`config.mk`:
```
export PLATFORM = sky130hd
export DESIGN_NAME = led_seq_ctrl
export DESIGN_NICKNAME = d
export VERILOG_FILES = /design/src/rtl/led_seq_ctrl.sv
export SDC_FILE = /design/constraint.sdc
export NUM_CORES = 1
export LEC_CHECK = 0
export CAP_MARGIN = 10
export CORE_MARGIN = 4
export CORE_UTILIZATION = 55
export CTS_BUF_LIST = sky130_fd_sc_hd__clkbuf_16
export DETAILED_ROUTE_END_ITERATION = 12
export HOLD_SLACK_MARGIN = 0.08
export PLACE_DENSITY = 0.82
export SYNTH_ARGS = -nofsm -noshare
export SYNTH_HDL_FRONTEND = slang
export SYNTH_SLANG_ARGS = --single-unit
```
`constraint.sdc`:
```
create_clock -name clock -period 3.3 [get_ports clock]
set_input_delay 0.495 -clock clock [delete_from_list [all_inputs] [get_ports clock]]
set_output_delay 0.495 -clock clock [all_outputs]
set_load 0.03 [all_outputs]
```
`src/rtl/led_seq_ctrl.sv`:
```
// led_seq_ctrl: input conditioning and sequencing for the LED pattern datapath.
// Buttons and switches are synchronized, buttons are debounced and turned into
// single-cycle rising-edge events. Those events step the pattern-mode FSM and
// load the colour register. A programmable divider produces the step tick.
//
// o_valid is a one-cycle strobe with no ready/back-pressure: the pattern engines
// must advance exactly once for every cycle in which o_valid is high.
module led_seq_ctrl #(
    parameter int NB_BTN          = 4,
    parameter int NB_SW           = 4,
    parameter int NB_DEBOUNCE     = 20,
    parameter int DEBOUNCE_CYCLES = 1000000,
    parameter int NB_COUNTER      = 32,
    parameter int BASE_PERIOD     = 1000000
) (
    input  logic              clock,
    input  logic              i_reset,
    input  logic [NB_BTN-1:0] i_btn,
    input  logic [NB_SW-1:0]  i_sw,
    output logic              o_valid,
    output logic [1:0]        o_mode,
    output logic [1:0]        o_color,
    output logic              o_reverse,
    output logic              o_clear,
    output logic [NB_BTN-1:0] o_btn_pulse
);

    typedef enum logic [1:0] {
        MODE_FLASH  = 2'b00,
        MODE_SHIFT  = 2'b01,
        MODE_SHIFT2 = 2'b10
    } mode_e;

    localparam logic [NB_DEBOUNCE-1:0] DB_LAST  = NB_DEBOUNCE'(DEBOUNCE_CYCLES - 1);
    localparam logic [NB_DEBOUNCE-1:0] DB_ONE   = NB_DEBOUNCE'(1);
    localparam logic [NB_COUNTER-1:0]  TICK_BASE = NB_COUNTER'(BASE_PERIOD);
    localparam logic [NB_COUNTER-1:0]  TICK_ONE  = NB_COUNTER'(1);

    logic [NB_BTN-1:0]      btn_meta;
    logic [NB_BTN-1:0]      btn_sync;
    logic [NB_SW-1:0]       sw_meta;
    logic [NB_SW-1:0]       sw_sync;
    logic [NB_DEBOUNCE-1:0] db_cnt [NB_BTN];
    logic [NB_BTN-1:0]      btn_stable;
    logic [NB_BTN-1:0]      btn_stable_d;
    mode_e                  mode_q;
    mode_e                  mode_d;
    logic [1:0]             color_q;
    logic [1:0]             color_d;
    logic                   clear_q;
    logic                   rev_q;
    logic [2:0]             sel_prev;
    logic                   sel_chg;
    logic [NB_COUNTER-1:0]  period_last;
    logic [NB_COUNTER-1:0]  cnt_tick;

    // Two-flop synchronizers for the asynchronous buttons and switches.
    always_ff @(posedge clock or negedge i_reset) begin
        if (!i_reset) begin
            btn_meta <= '0;
            btn_sync <= '0;
            sw_meta  <= '0;
            sw_sync  <= '0;
        end else begin
            btn_meta <= i_btn;
            btn_sync <= btn_meta;
            sw_meta  <= i_sw;
            sw_sync  <= sw_meta;
        end
    end

    // Per-button debounce: a new level is accepted only after it has been seen
    // for DEBOUNCE_CYCLES consecutive synchronized cycles.
    always_ff @(posedge clock or negedge i_reset) begin
        if (!i_reset) begin
            btn_stable <= '0;
            for (int i = 0; i < NB_BTN; i++) begin
                db_cnt[i] <= '0;
            end
        end else begin
            for (int i = 0; i < NB_BTN; i++) begin
                if (btn_sync[i] == btn_stable[i]) begin
                    db_cnt[i] <= '0;
                end else if (db_cnt[i] == DB_LAST) begin
                    btn_stable[i] <= btn_sync[i];
                    db_cnt[i]     <= '0;
                end else begin
                    db_cnt[i] <= db_cnt[i] + DB_ONE;
                end
            end
        end
    end

    // Registered rising-edge events of the debounced buttons; release is silent.
    always_ff @(posedge clock or negedge i_reset) begin
        if (!i_reset) begin
            btn_stable_d <= '0;
            o_btn_pulse  <= '0;
        end else begin
            btn_stable_d <= btn_stable;
            o_btn_pulse  <= btn_stable & ~btn_stable_d;
        end
    end

    // Mode/colour registers; o_clear marks the first cycle of a new mode.
    always_ff @(posedge clock or negedge i_reset) begin
        if (!i_reset) begin
            mode_q  <= MODE_FLASH;
            color_q <= 2'b00;
            clear_q <= 1'b0;
            rev_q   <= 1'b0;
        end else begin
            mode_q  <= mode_d;
            color_q <= color_d;
            clear_q <= o_btn_pulse[0];
            rev_q   <= sw_sync[3];
        end
    end

    // Next mode on a mode event (FLASH->SHIFT->SHIFT2->FLASH); lowest colour
    // button wins when several colour events coincide.
    always_comb begin
        mode_d  = mode_q;
        color_d = color_q;
        if (o_btn_pulse[0]) begin
            case (mode_q)
                MODE_FLASH: mode_d = MODE_SHIFT;
                MODE_SHIFT: mode_d = MODE_SHIFT2;
                default:    mode_d = MODE_FLASH;
            endcase
        end
        if (o_btn_pulse[1]) begin
            color_d = 2'b00;
        end else if (o_btn_pulse[2]) begin
            color_d = 2'b01;
        end else if (o_btn_pulse[3]) begin
            color_d = 2'b10;
        end
    end

    // Tick period from the speed switches; a speed change suppresses the tick.
    always_comb begin
        period_last = (TICK_BASE << sw_sync[2:0]) - TICK_ONE;
        sel_chg     = (sw_sync[2:0] != sel_prev);
        o_valid     = (cnt_tick == period_last) && !sel_chg;
    end

    // Tick counter: restarts on a speed change or a mode event, else wraps.
    always_ff @(posedge clock or negedge i_reset) begin
        if (!i_reset) begin
            sel_prev <= 3'b000;
            cnt_tick <= '0;
        end else begin
            sel_prev <= sw_sync[2:0];
            if (sel_chg || o_btn_pulse[0]) begin
                cnt_tick <= '0;
            end else if (cnt_tick == period_last) begin
                cnt_tick <= '0;
            end else begin
                cnt_tick <= cnt_tick + TICK_ONE;
            end
        end
    end

    assign o_mode    = mode_q;
    assign o_color   = color_q;
    assign o_clear   = clear_q;
    assign o_reverse = rev_q;

endmodule

```
# After elaboration in Yosys (flattened, before gate mapping)
# Cells that the tools add are included.
[word_totals] wordCells=67 input_bits=10 out_inout_bits=11 mem_bits_rw=0 register_bits=149 latch_bits=0 n_memories=0 rom_bits=0
[classes] mux=14 add_sub_neg=6 mul=0 shifts=1 reduce_logical=9 magnitude_cmp=0 n_eq_ne=11 n_div=0 bitwise_logic=6
[ops] operator="20-bit two-way mux" n=8
[ops] operator="20-bit by 1-bit adder with 20-bit output, second input constant" n=4
[ops] operator="20-bit equality test, second input constant" n=4
[ops] operator="32-bit two-way mux" n=2
[ops] operator="32-bit by 1-bit adder with 32-bit output, second input constant" n=1
[ops] operator="32-bit equality test" n=1
[ops] operator="20-bit by 3-bit << shifter with 32-bit output, first input constant" n=1
[ops] operator="32-bit by 1-bit subtractor with 32-bit output, second input constant" n=1
[ops] operator="2-bit AND reduction" n=4
[ops] operator="2-bit two-way mux" n=3
[ops] operator="4-bit bitwise AND" n=1
[ops] operator="1-bit equality test" n=4
[ops] operator="1-bit inverter" n=4
[ops] operator="4-bit inverter" n=1
[ops] operator="2-bit case mux with 2 select lines" n=1
[ops] operator="3-bit inequality test" n=1
[ops] operator="3-bit nonzero test" n=1
[ops] operator="2-bit by 1-bit equality test with 1-bit output, second input constant" n=1
[ops] operator="2-bit logical NOT" n=1
[ops] operator="1-bit logical AND" n=1
[ops] operator="1-bit logical NOT" n=1
[ops] operator="1-bit logical OR" n=1

# Longest topological paths before layout
[depth] depth_word=5 mapped_depth=14 depth_no_buf=9

# Worst setup path before layout
# No wires, ideal clock.
[synth_path] path_type="flip-flop to output port" start="register sw_sync[1]" end="output o_valid" t_required_ns=2.805 setup_slack_ns=-0.690 n_path_buf=4 arrival_time_ns=3.495 path_stages_with_launch=14 path_cell_list="dfrtp_1 buf_4 clkbuf_1 inv_1 ha_1 buf_6 buf_6 nor4bb_1 o22ai_1 nor4_1 xor2_1 nand4_1 or3_1 nor3_1"
[synth_between] elab_chain_cells=4 word_cells_on_any_way=6 cone_classes="1 x add/sub; 2 x eq/ne; 1 x shift; 2 x reduce/logical"
[synth_lines] element="from (decl)" line="42" text="logic [NB_SW-1:0] sw_sync;"
[synth_lines] element="from (signal assigned)" line="68" text="sw_sync <= sw_meta;"
[synth_lines] element="20-bit by 3-bit << shifter with 32-bit output" line="143" text="period_last = (TICK_BASE << sw_sync[2:0]) - TICK_ONE;"
[synth_lines] element="32-bit by 1-bit subtractor with 32-bit output" line="143"
[synth_lines] element="32-bit equality test" line="145" text="o_valid = (cnt_tick == period_last) && !sel_chg;"
[synth_lines] element="1-bit logical AND (*)" line="145"
[synth_lines] element="to (decl)" line="20" text="output logic o_valid,"
# Every way passes the cells marked *; elsewhere a longest branch is shown, timed or not.

# Final worst setup path
# Same ends and word-level chain as after synthesis.

==> metrics.md <==
| Metric | Value |
|---|---|
| # fillers | `approximately 1,000` |
| Cell with the most instances after synthesis | `dfrtp_1` |
| Least-Margin Pin Slew | `~0.84 ns` |
| Slowest stage delay, CP | `between 0.4 and 0.5 ns` |
| Hold Crit Class | `primary input to async pin` |
| Final setup fails | `1` |
| Port Buffers | `20` |
| Biggest area consumer among synthesized cells | `dfrtp_1` |
| Antenna violations before repair | `0` |
| Xor/xnor share of the synthesized area | `14.37%` |
| Post-synthesis compound-gate area fraction | `5.189%` |
| Pin count of the biggest net entering global routing | `93` |
| Final WL | `15,890 um` |
| H-tree Lvls | `4` |
| FFs w/ async S/R, synth | `100.0%` |
| Post-synthesis simple-gate area fraction | `between 20% and 30%` |
| Tcrit/Tclk final | `103.4%` |
| CTS tree | `built` |
| Post-DP Area | `0.008084 mm2` |
| Top cells by area, synth | `dfrtp_1 (49%), xor2_1 (8.2%), nor2_1 (6.3%)` |
| Post-synthesis mux area share | `roughly 1.5%` |
| DRC viols | `0` |
| Register area share after synthesis | `48.93%` |
| P_leak | `0.003738 uW` |
| Critical Path RT | `between 2 and 3 ns` |
| Reg-to-Reg Start | `sw_sync[1]$_DFF_PN0_` |
| Post-Layout Inst Area | `0.008884 mm2` |
| Die Wd | `125.7 um` |
| Avg Cell Area, Syn | `between 9 and 10 um2` |
| Top cell type's share of synthesized area | `48.93%` |
| Max IR drop VDD | `461.4 uV` |
| Netlist cell types | `62` |
| Worst reg2reg path depth | `12` |
| Register bit count reported by yosys | `149` |
| Final Instance Count excl. Fillers | `993` |
| Dpl cells | `946` |
| ANT nets after route | `0` |
| Final net count | `826` |
| Most frequent CP cell | `buf_6` |
| TritonCTS buffer count | `17` |
| Final HPWL from detailed placement | `10,410 um` |
| I/O pins | `21` |
| CP startpoint | `sw_sync[1]$_DFF_PN0_` |
| Startpoint Class | `register` |
| Gr usage total | `21.49%` |
| Clk sinks | `149` |
| Final hold viol count | `0` |
| Critical-path maximum fanout | `8` |
| Slowest-stage cell, CP | `dfrtp_2` |
| Fmax | `292.9 MHz` |
| Placer Congestion | `0.8808` |
| Top post-synthesis cells by count | `dfrtp_1 (149), nor2_1 (127), xor2_1 (71), xnor2_1 (54), nand3_1 (48)` |
| Critical Path AT | `between 2 and 3 ns` |
| Die ar. | `0.01580 mm2` |
| Number of max-cap violations | `0` |
| Die Y | `~130 um` |
| Per-cell routed wire length | `about 16 um` |
| RSZ-0062 raised after global routing | `yes` |
| Largest family of logic cells by synthesized area | `simple AND/OR/NAND/NOR gates` |
| Cell chain of the critical path | `inv_6 > ha_4 > buf_6 > o311ai_2 > o211ai_1 > a221oi_2 > a311oi_2 > or4_4 > nor3_4 > buf_6` |
| Register Area | `about 0.0037 mm2` |
| Vias in the first global route | `5,858` |
| Initial core utilization | `between 50% and 60%` |
| Global-route wire length before repair | `28,050 um` |
| Slew Limit Fails | `0` |
| Clock skew | `0.007335 ns` |
| Initial DRC Count | `416` |
| Outcome | `finished with violations` |
| Detailed-route via count | `5,604` |
| Initial DRT Pass Iterations | `5` |
| Min Tclk post-route | `3.414 ns` |
| Antenna cells | `0` |
| Worst-Skew Late Latency | `0.42 ns` |
| Cells after Synth | `764` |
| Clock-pin slew on the worst setup and hold paths | `0.06 ns` |
| Multi-input logic area | `0.003796 mm2` |
| CTS Buffer Depth | `2` |
| Row Count | `42` |
| Fin worst setup slack | `-0.1137 ns` |
| Synthesized area | `between 0.007 and 0.008 mm2` |
| Synth Area in Adders | `1.970%` |
| Synthesis-to-layout area growth | `16.58%` |
| Overflow after GRT | `0` |
| Util after Layout | `66.29%` |
| Core ar. | `roughly 0.013 mm2` |
| Rel. slew slack | `43.94%` |
| Avg Vias per Cell | `5.644` |
| Failing checks | `setup timing` |
| Pwr/cell area | `449.8 mW/mm2` |
| Post-synth EDFFs | `0` |
| Synthesized net count | `786` |
| Post-CTS Hold Fix Bufs | `0` |
| Worst Setup End Kind | `output port` |
| Primary FF master, synth | `dfrtp_1` |
| Design Power | `between 3000 and 4000 uW` |
| Root Buffer | `clkbuf_16` |
| CP Class | `register to output port` |
| Share of layout cells above drive strength 1 | `16.03%` |
| Synth warnings | `0` |
[layer usage]
layer | vias up | GRT usage (%) | wire length, um
met5 | - | 0 | 0
met4 | 0 | 8.673 | 375
met3 | 34 | 4.699 | 598
met2 | 127 | 36.12 | 7986
met1 | 2777 | 27.11 | 6926
li1 | 2666 | - | -
[path summary, 6_finish.rpt]
check                                         to  slack (ns)
setup / recovery                         o_valid       -0.11
setup reg to reg           cnt_tick[5]$_DFF_PN0_        0.26
min in group clock          sw_sync[0]$_DFF_PN0_        0.35
max in group asynchronous   db_cnt[53]$_DFF_PN0_        2.43
hold / removal              sw_meta[0]$_DFF_PN0_        0.11
hold reg to reg             sw_sync[0]$_DFF_PN0_        0.35
[stage by stage]
step | setup TNS (ns) | worst slack, ns | hold slack (ns)
2_1_floorplan | -0.02718 | -0.02718 | 0.1994
3_3_place_gp | 0 | 0.1546 | 0.3343
3_5_place_dp | 0 | 0.06032 | 0.3347
4_1_cts | -0.07270 | -0.07270 | 0.1752
5_1_grt | -0.2532 | -0.2532 | 0.2099
6_report | -0.1137 | -0.1137 | 0.1114
[worst max-delay path, delay by kind of cell, from the launching register on]
| family | cells | cell delay (ns) |
|---|---|---|
| buffers and inverters | 3 | 0.36 |
| AND/OR/NAND/NOR | 2 | 0.63 |
| flip-flops | 1 | 0.48 |
| AO/OA/AOI/OAI | 4 | 0.79 |
| adder cells (fa/ha/maj) | 1 | 0.21 |
[logic make-up (layout without fill, tap and decap cells)]
logic type	count (synthesis)	after routing
buffers and inverters	53	106
xor gates and xnor gates	125	125
muxes	11	11
DFF	149	149
AOI/OAI and AO/OA	55	55
adders and majority gates	12	12
and+or+nand+nor	359	359
[repair_timing]
| item | 4_1_cts | 5_1_grt |
|---|---|---|
| endpoints found under the setup margin | 1 | 1 |
| pin swaps | 15 | 0 |
| buffers inserted | 15 | 0 |
| gates resized for setup | 27 | 0 |
[power by group]
part	internal [uW]	switching, uW
Sequential	1850	22.9
Clock	1040	775
Combinational	124	182
Total	3020	980
[area by class of cell]
class / instances / area share, %
clock buffer: 17 / 4.789
inverter: 20 / 0.9296
clock inverter: 15 / 1.423
multi-input combinational: 562 / 42.73
timing repair buffer: 54 / 5.648
sequential: 149 / 42.00
tap: 176 / 2.479
[layout by cell type, fill, tap and decap left out, types with 9 or more instances in the layout]
| master | netlist | layout |
|---|---|---|
| nor2_1 | 127 | 124 |
| nand3_1 | 48 | 48 |
| inv_1 | 20 | 19 |
| clkdlybuf4s50_1 | 0 | 18 |
| and3_1 | 16 | 16 |
| xnor2_1 | 54 | 53 |
| or3_1 | 12 | 11 |
| nor2b_1 | 10 | 10 |
| nand4_1 | 16 | 16 |
| clkbuf_16 | 0 | 17 |
| xor2_1 | 71 | 70 |
| o21ai_0 | 11 | 10 |
| a21oi_1 | 10 | 10 |
| nor3_1 | 10 | 9 |
| buf_4 | 2 | 28 |
| dfrtp_1 | 149 | 147 |
| nand2_1 | 41 | 41 |
| nor2_2 | 20 | 23 |
| nor4_1 | 11 | 9 |
[sequential cells by signal, indices dropped and copies added, names as in the netlist]
name	flops
db_cnt	80
o_btn_pulse	4
o_clear	1
sw_meta	4
sel_prev	3
cnt_tick	32
o_color	2
btn_meta	4
sw_sync	4
btn_stable_d	4
btn_stable	4
btn_sync	4
o_mode	2
o_reverse	1
No activity file was read; power rests on OpenSTA's default activity.
